--- src/rtl/seg7_pkg.sv ---
// seg7_pkg: shared types and glyph table for the 7-segment display blocks.
//   seg7_t      - segment vector {a,b,c,d,e,f,g}, bit6 = a, active-low
//   SEG_OFF     - all segments dark
//   GLYPH_ROM   - 16-entry hex glyph table (0-9, A, b, C, d, E, F)
//   digit_glyph - nibble -> glyph lookup
package seg7_pkg;

  typedef logic [6:0] seg7_t;

  localparam seg7_t SEG_OFF = 7'h7F;

  localparam seg7_t GLYPH_ROM [16] = '{
    7'b0000001, 7'b1001111, 7'b0010010, 7'b0000110,  // 0 1 2 3
    7'b1001100, 7'b0100100, 7'b0100000, 7'b0001111,  // 4 5 6 7
    7'b0000000, 7'b0001100, 7'b0001000, 7'b1100000,  // 8 9 A b
    7'b0110001, 7'b1000010, 7'b0110000, 7'b0111000   // C d E F
  };

  function automatic seg7_t digit_glyph(input logic [3:0] nib);
    return GLYPH_ROM[nib];
  endfunction

endpackage

--- src/rtl/hex_glyph_decode.sv ---
// hex_glyph_decode: combinational hex nibble to active-low 7-segment glyph.
//   nibble - 4-bit hex value
//   glyph  - {a..g}, bit6 = a, active-low
module hex_glyph_decode
  import seg7_pkg::*;
(
  input  logic [3:0] nibble,
  output logic [6:0] glyph
);

  assign glyph = digit_glyph(nibble);

endmodule

--- src/rtl/seg7_scan_driver.sv ---
// seg7_scan_driver: time-multiplexed driver for NUM_DIGITS common-anode digits.
//   clk, rst     - clock, synchronous active-high reset
//   value        - packed hex nibbles, nibble i = digit i
//   load         - capture value; it goes live at the next frame boundary
//   dp_in        - decimal point request per digit (1 = on)
//   blank_mask   - 1 forces a digit dark
//   lz_suppress  - blank leading zeros (digit 0 always shown)
//   blink_en     - blink the whole display every BLINK_FRAMES frames
//   seg, dp, an  - registered active-low pin drives
//   frame_done   - one-cycle pulse per frame boundary
module seg7_scan_driver
  import seg7_pkg::*;
#(
  parameter int NUM_DIGITS   = 4,
  parameter int REFRESH_DIV  = 50000,
  parameter int BLINK_FRAMES = 64
) (
  input  logic                    clk,
  input  logic                    rst,
  input  logic [4*NUM_DIGITS-1:0] value,
  input  logic                    load,
  input  logic [NUM_DIGITS-1:0]   dp_in,
  input  logic [NUM_DIGITS-1:0]   blank_mask,
  input  logic                    lz_suppress,
  input  logic                    blink_en,
  output logic [6:0]              seg,
  output logic                    dp,
  output logic [NUM_DIGITS-1:0]   an,
  output logic                    frame_done
);

  localparam int PW = $clog2(REFRESH_DIV);
  localparam int IW = (NUM_DIGITS > 1) ? $clog2(NUM_DIGITS) : 1;
  localparam int BW = $clog2(BLINK_FRAMES + 1);

  localparam logic [PW-1:0] PRESC_LAST = PW'(REFRESH_DIV - 1);
  localparam logic [IW-1:0] IDX_LAST   = IW'(NUM_DIGITS - 1);
  localparam logic [BW-1:0] BLINK_LAST = BW'(BLINK_FRAMES - 1);

  logic [PW-1:0] presc;
  logic [IW-1:0] idx;
  logic [BW-1:0] blink_cnt;
  logic          blink_ph;

  // active drives the pins; pending collects loads until the next frame
  // boundary so a frame never shows a mix of old and new digits.
  logic [NUM_DIGITS-1:0][3:0] active;
  logic [NUM_DIGITS-1:0][3:0] pending;
  logic                       pending_vld;

  logic slot_end, frame_end;
  assign slot_end  = (presc == PRESC_LAST);
  assign frame_end = slot_end && (idx == IDX_LAST);

  // per-digit glyph decode and leading-zero chain
  logic [NUM_DIGITS-1:0][6:0] glyph;
  logic [NUM_DIGITS:1]        lz_chain;  // digits NUM_DIGITS-1..i all zero
  logic [NUM_DIGITS-1:0]      zsup;

  assign lz_chain[NUM_DIGITS] = 1'b1;

  genvar g;
  generate
    for (g = 0; g < NUM_DIGITS; g++) begin : g_dig
      hex_glyph_decode u_dec (
        .nibble (active[g]),
        .glyph  (glyph[g])
      );
      if (g == 0) begin : g_lsd
        assign zsup[g] = 1'b0;
      end else begin : g_msd
        assign lz_chain[g] = lz_chain[g+1] && (active[g] == 4'h0);
        assign zsup[g]     = lz_chain[g];
      end
    end
  endgenerate

  // next pin state for the digit currently indexed
  logic                  cur_dark;
  logic [NUM_DIGITS-1:0] an_nxt;
  logic [6:0]            seg_nxt;
  logic                  dp_nxt;

  always_comb begin
    cur_dark = blank_mask[idx] | (blink_en & blink_ph) | (lz_suppress & zsup[idx]);
    an_nxt   = '1;
    seg_nxt  = SEG_OFF;
    dp_nxt   = 1'b1;
    if (!cur_dark) begin
      an_nxt[idx] = 1'b0;
      seg_nxt     = glyph[idx];
      dp_nxt      = ~dp_in[idx];
    end
  end

  always_ff @(posedge clk) begin
    if (rst) begin
      presc       <= '0;
      idx         <= '0;
      blink_cnt   <= '0;
      blink_ph    <= 1'b0;
      active      <= '0;
      pending     <= '0;
      pending_vld <= 1'b0;
      an          <= '1;
      seg         <= SEG_OFF;
      dp          <= 1'b1;
      frame_done  <= 1'b0;
    end else begin
      presc <= slot_end ? '0 : presc + PW'(1);
      if (slot_end)
        idx <= (idx == IDX_LAST) ? '0 : idx + IW'(1);

      an         <= an_nxt;
      seg        <= seg_nxt;
      dp         <= dp_nxt;
      frame_done <= frame_end;

      if (frame_end) begin
        // a load landing on the boundary cycle bypasses pending
        if (load)             active <= value;
        else if (pending_vld) active <= pending;
        pending_vld <= 1'b0;
        if (blink_cnt == BLINK_LAST) begin
          blink_cnt <= '0;
          blink_ph  <= ~blink_ph;
        end else begin
          blink_cnt <= blink_cnt + BW'(1);
        end
      end

      if (load) begin
        pending <= value;
        if (!frame_end) pending_vld <= 1'b1;
      end
    end
  end

endmodule

--- config.mk ---
export PLATFORM = sky130hd
export DESIGN_NAME = seg7_scan_driver
export DESIGN_NICKNAME = d
export VERILOG_FILES = /design/src/rtl/seg7_pkg.sv /design/src/rtl/hex_glyph_decode.sv /design/src/rtl/seg7_scan_driver.sv
export SDC_FILE = /design/constraint.sdc
export NUM_CORES = 1
export LEC_CHECK = 0
export CORE_MARGIN = 5
export CORE_UTILIZATION = 46
export CTS_BUF_LIST = sky130_fd_sc_hd__clkbuf_8
export DETAILED_ROUTE_END_ITERATION = 7
export PLACE_DENSITY = 0.67
export SLEW_MARGIN = 25
export SYNTH_ARGS = -nofsm -noshare
export SYNTH_HDL_FRONTEND = slang
export SYNTH_SLANG_ARGS = --single-unit
--- constraint.sdc ---
create_clock -name clk -period 2.5 [get_ports clk]
set_input_delay 0.5 -clock clk [delete_from_list [all_inputs] [get_ports clk]]
set_output_delay 0.5 -clock clk [all_outputs]
set_load 0.01 [all_outputs]
==> metrics.txt <==
status=completed; Setup Viol. Count Final=0; Die ar.=10600 um2; top cells by count, synth=72 x dfxtp_1, 67 x nor2_1, 24 x mux2i_1, 24 x nand2_1, 23 x ha_1; Place WS=0.127 ns; DRC viols=0; Mapped Nets=487; setup TNS=0 ns; First DRT Iteration DRCs=196; H-tree Lvls=3; Fin. Hold Viols=0; RSZ-0062 raised after global routing=false; adder-cell area share of the yosys netlist=7.26%; Area after DPL=4460 um2; Reg2Reg Capture Point=active[6]; Synth cell types=57; cell area power density=493 nW/um2; height of the die=103 um; CTS tree=built; Worst slew margin=64.3%; Synth Area in Compound Gates=13.7%; Yosys warning count=0; Leak=1.82 nW; Final Power=2.30 mW; CP Class=flop to flop; CTS Buf Count=9; CP max-delay cell=or3_1; Worst setup EP type=flop; Async SR Flop Fraction=0%; Post-Layout Cell Count=577; vias in the first global route=3030; Synth top area share=36.3%; Main synth FF type=dfxtp_1; I/O pins=42; crit path to=active[6]; count leader, synth=dfxtp_1; Total GRT Usage=16.8%; DR pass1 iterations=6; total grt overflow=0; crit path from=idx[0]; Placer Congestion=0.855; Final Cycle Share=84.1%; max-slew violations=0; hold wc startpoint=blink_cnt[6]; Longest Clk Path Bufs=2; CTS sink count=72; Routed WL=8410 um; mux contribution to synthesized area=14.7%; WL met2=3910 um; Ant. Diodes=0; Setup Buffers After CTS=0; simple-gate share of the synthesized area=19.6%; final period demand of the worst path=2.10 ns; first-pass GRT wire length=14100 um; clk slew on worst S/H paths=0.08 ns; Syn Area/Cell=9.12 um2; clk root buf=clkbuf_8; HPWL after detailed placement=6180 um; synthesized flop and latch total=72; initial antenna violation count=0; setup ws final=0.397 ns; post-route cell area=4670 um2; worst reg2reg setup slack=0.40 ns; fmax=475 MHz; Core ar.=8300 um2; sequential fraction of the synthesis area=36.3%; dominant cell type by area after synthesis=dfxtp_1; required time worst endpoint=2.73 ns; CP max stage delay=0.58 ns; final net count=519; wire length on met1=4010 um; Cell Chain, Critical Path=ha_1, inv_1, or3_1, buf_12, mux2_4; Area Growth Syn to Fin=17.7%; CP max FO=11; hold_ws=0.440 ns; cell types occupying the most area after synthesis=dfxtp_1 36%, ha_1 7.3%, nor2_1 6.3%; Initial Util=47.8%; Post-DRT Antenna Nets=0; routed wl met3=294 um; # rows=33; vias=3169; largest family of logic cells by synthesized area=simple AND/OR/NAND/NOR gates; Inst Count DP=561; Avg WL per Cell=14.6 um; hold_buf cts=0; clk_lat worst skew=0.34 ns; share of layout cells above drive strength 1=11.9%; critical path arrival=2.33 ns; post-cts sizing count=0; cell depth of the worst flop-to-flop path=5; Hold/Removal Path Class=flop to flop; fin util=56.2%; worst-margin pin slew=0.535 ns; Port Buf Inserts=41; Clock Skew=0.00978 ns; Netlist Area Pre-Place=3970 um2; number of synthesized flops with an enable pin=0; largest net degree at the start of global routing=37; vias per inst=5.49; r2r startpoint=idx[0]; Startpoint Class=flop; synthesized instance count=435; Die X=103 um; worst vdd ir=0.000373 V; Post-Synth XOR/XNOR Area=3.09%; Max Cap Viol=0; uppermost layer routed=met4
sequential cells by signal (all words and copies together), names as in the netlist:
register / flops
active: 16
pending: 16
presc: 16
blink_cnt: 7
seg: 7
an: 4
idx: 2
blink_ph: 1
dp: 1
frame_done: 1
pending_vld: 1
worst min-delay path by stage:
| stage | end | slack (ns) | cells after the start |
|---|---|---|---|
| after floorplan | blink_cnt[6] | 0.42 | 1 |
| after global placement | blink_cnt[6] | 0.43 | 1 |
| after detailed placement | blink_cnt[6] | 0.43 | 1 |
| after CTS | blink_cnt[6] | 0.44 | 1 |
| after global routing | blink_cnt[6] | 0.46 | 1 |
| final | blink_cnt[6] | 0.44 | 1 |
worst max-delay path: cells and delay by family (launching register included):
kind	cells	cell delay, ns
buf+inv	2	0.42
fa+ha+maj	1	0.27
flops	1	0.42
mux	1	0.29
simple gates	1	0.58
final cells by class:
class	instances	area [um2]
tap	105	131
inverter	19	71.3
multi-input combinational	314	2310
sequential	72	1440
clock inverter	7	88.8
fill	803	3630
clock buffer	9	124
timing repair buffer	51	498
layout by cell type (no fill, tap or decap), types with 5 or more instances in the layout:
cell type / count
buf_4: 9
mux2_4: 10
clkdlybuf4s50_1: 41
dfxtp_1: 72
nor3_1: 6
a21oi_1: 11
nor2b_1: 11
clkbuf_8: 9
xor2_1: 9
o21ai_0: 5
mux2_2: 13
nand3_1: 13
inv_1: 20
nand4_1: 7
mux2i_1: 24
nand2_1: 24
ha_1: 23
a221oi_1: 6
nor2_1: 67
xnor2_1: 5
nand2b_1: 6
a211oi_1: 10
report_power, final:
group | internal, mW | switching [mW] | leakage [nW] | total, mW
combinational | 0.0787 | 0.0564 | 1.13 | 0.135
clock | 0.555 | 0.426 | 0.112 | 0.981
sequential | 1.17 | 0.0102 | 0.586 | 1.18
layer usage:
layer / up-vias / GRT usage [%]
li1: 1620 / -
met1: 1475 / 22.0
met2: 58 / 26.7
met3: 16 / 4.19
met4: 0 / 6.47
met5: - / 0
kinds of logic after synthesis:
logic type,count (synthesis)
and+or+nand+nor,156
AOI/OAI and AO/OA,72
DFF,72
buffers and inverters,49
muxes,49
adders and majority gates,23
xor gates and xnor gates,14
Power figures use the tool's default switching activity.
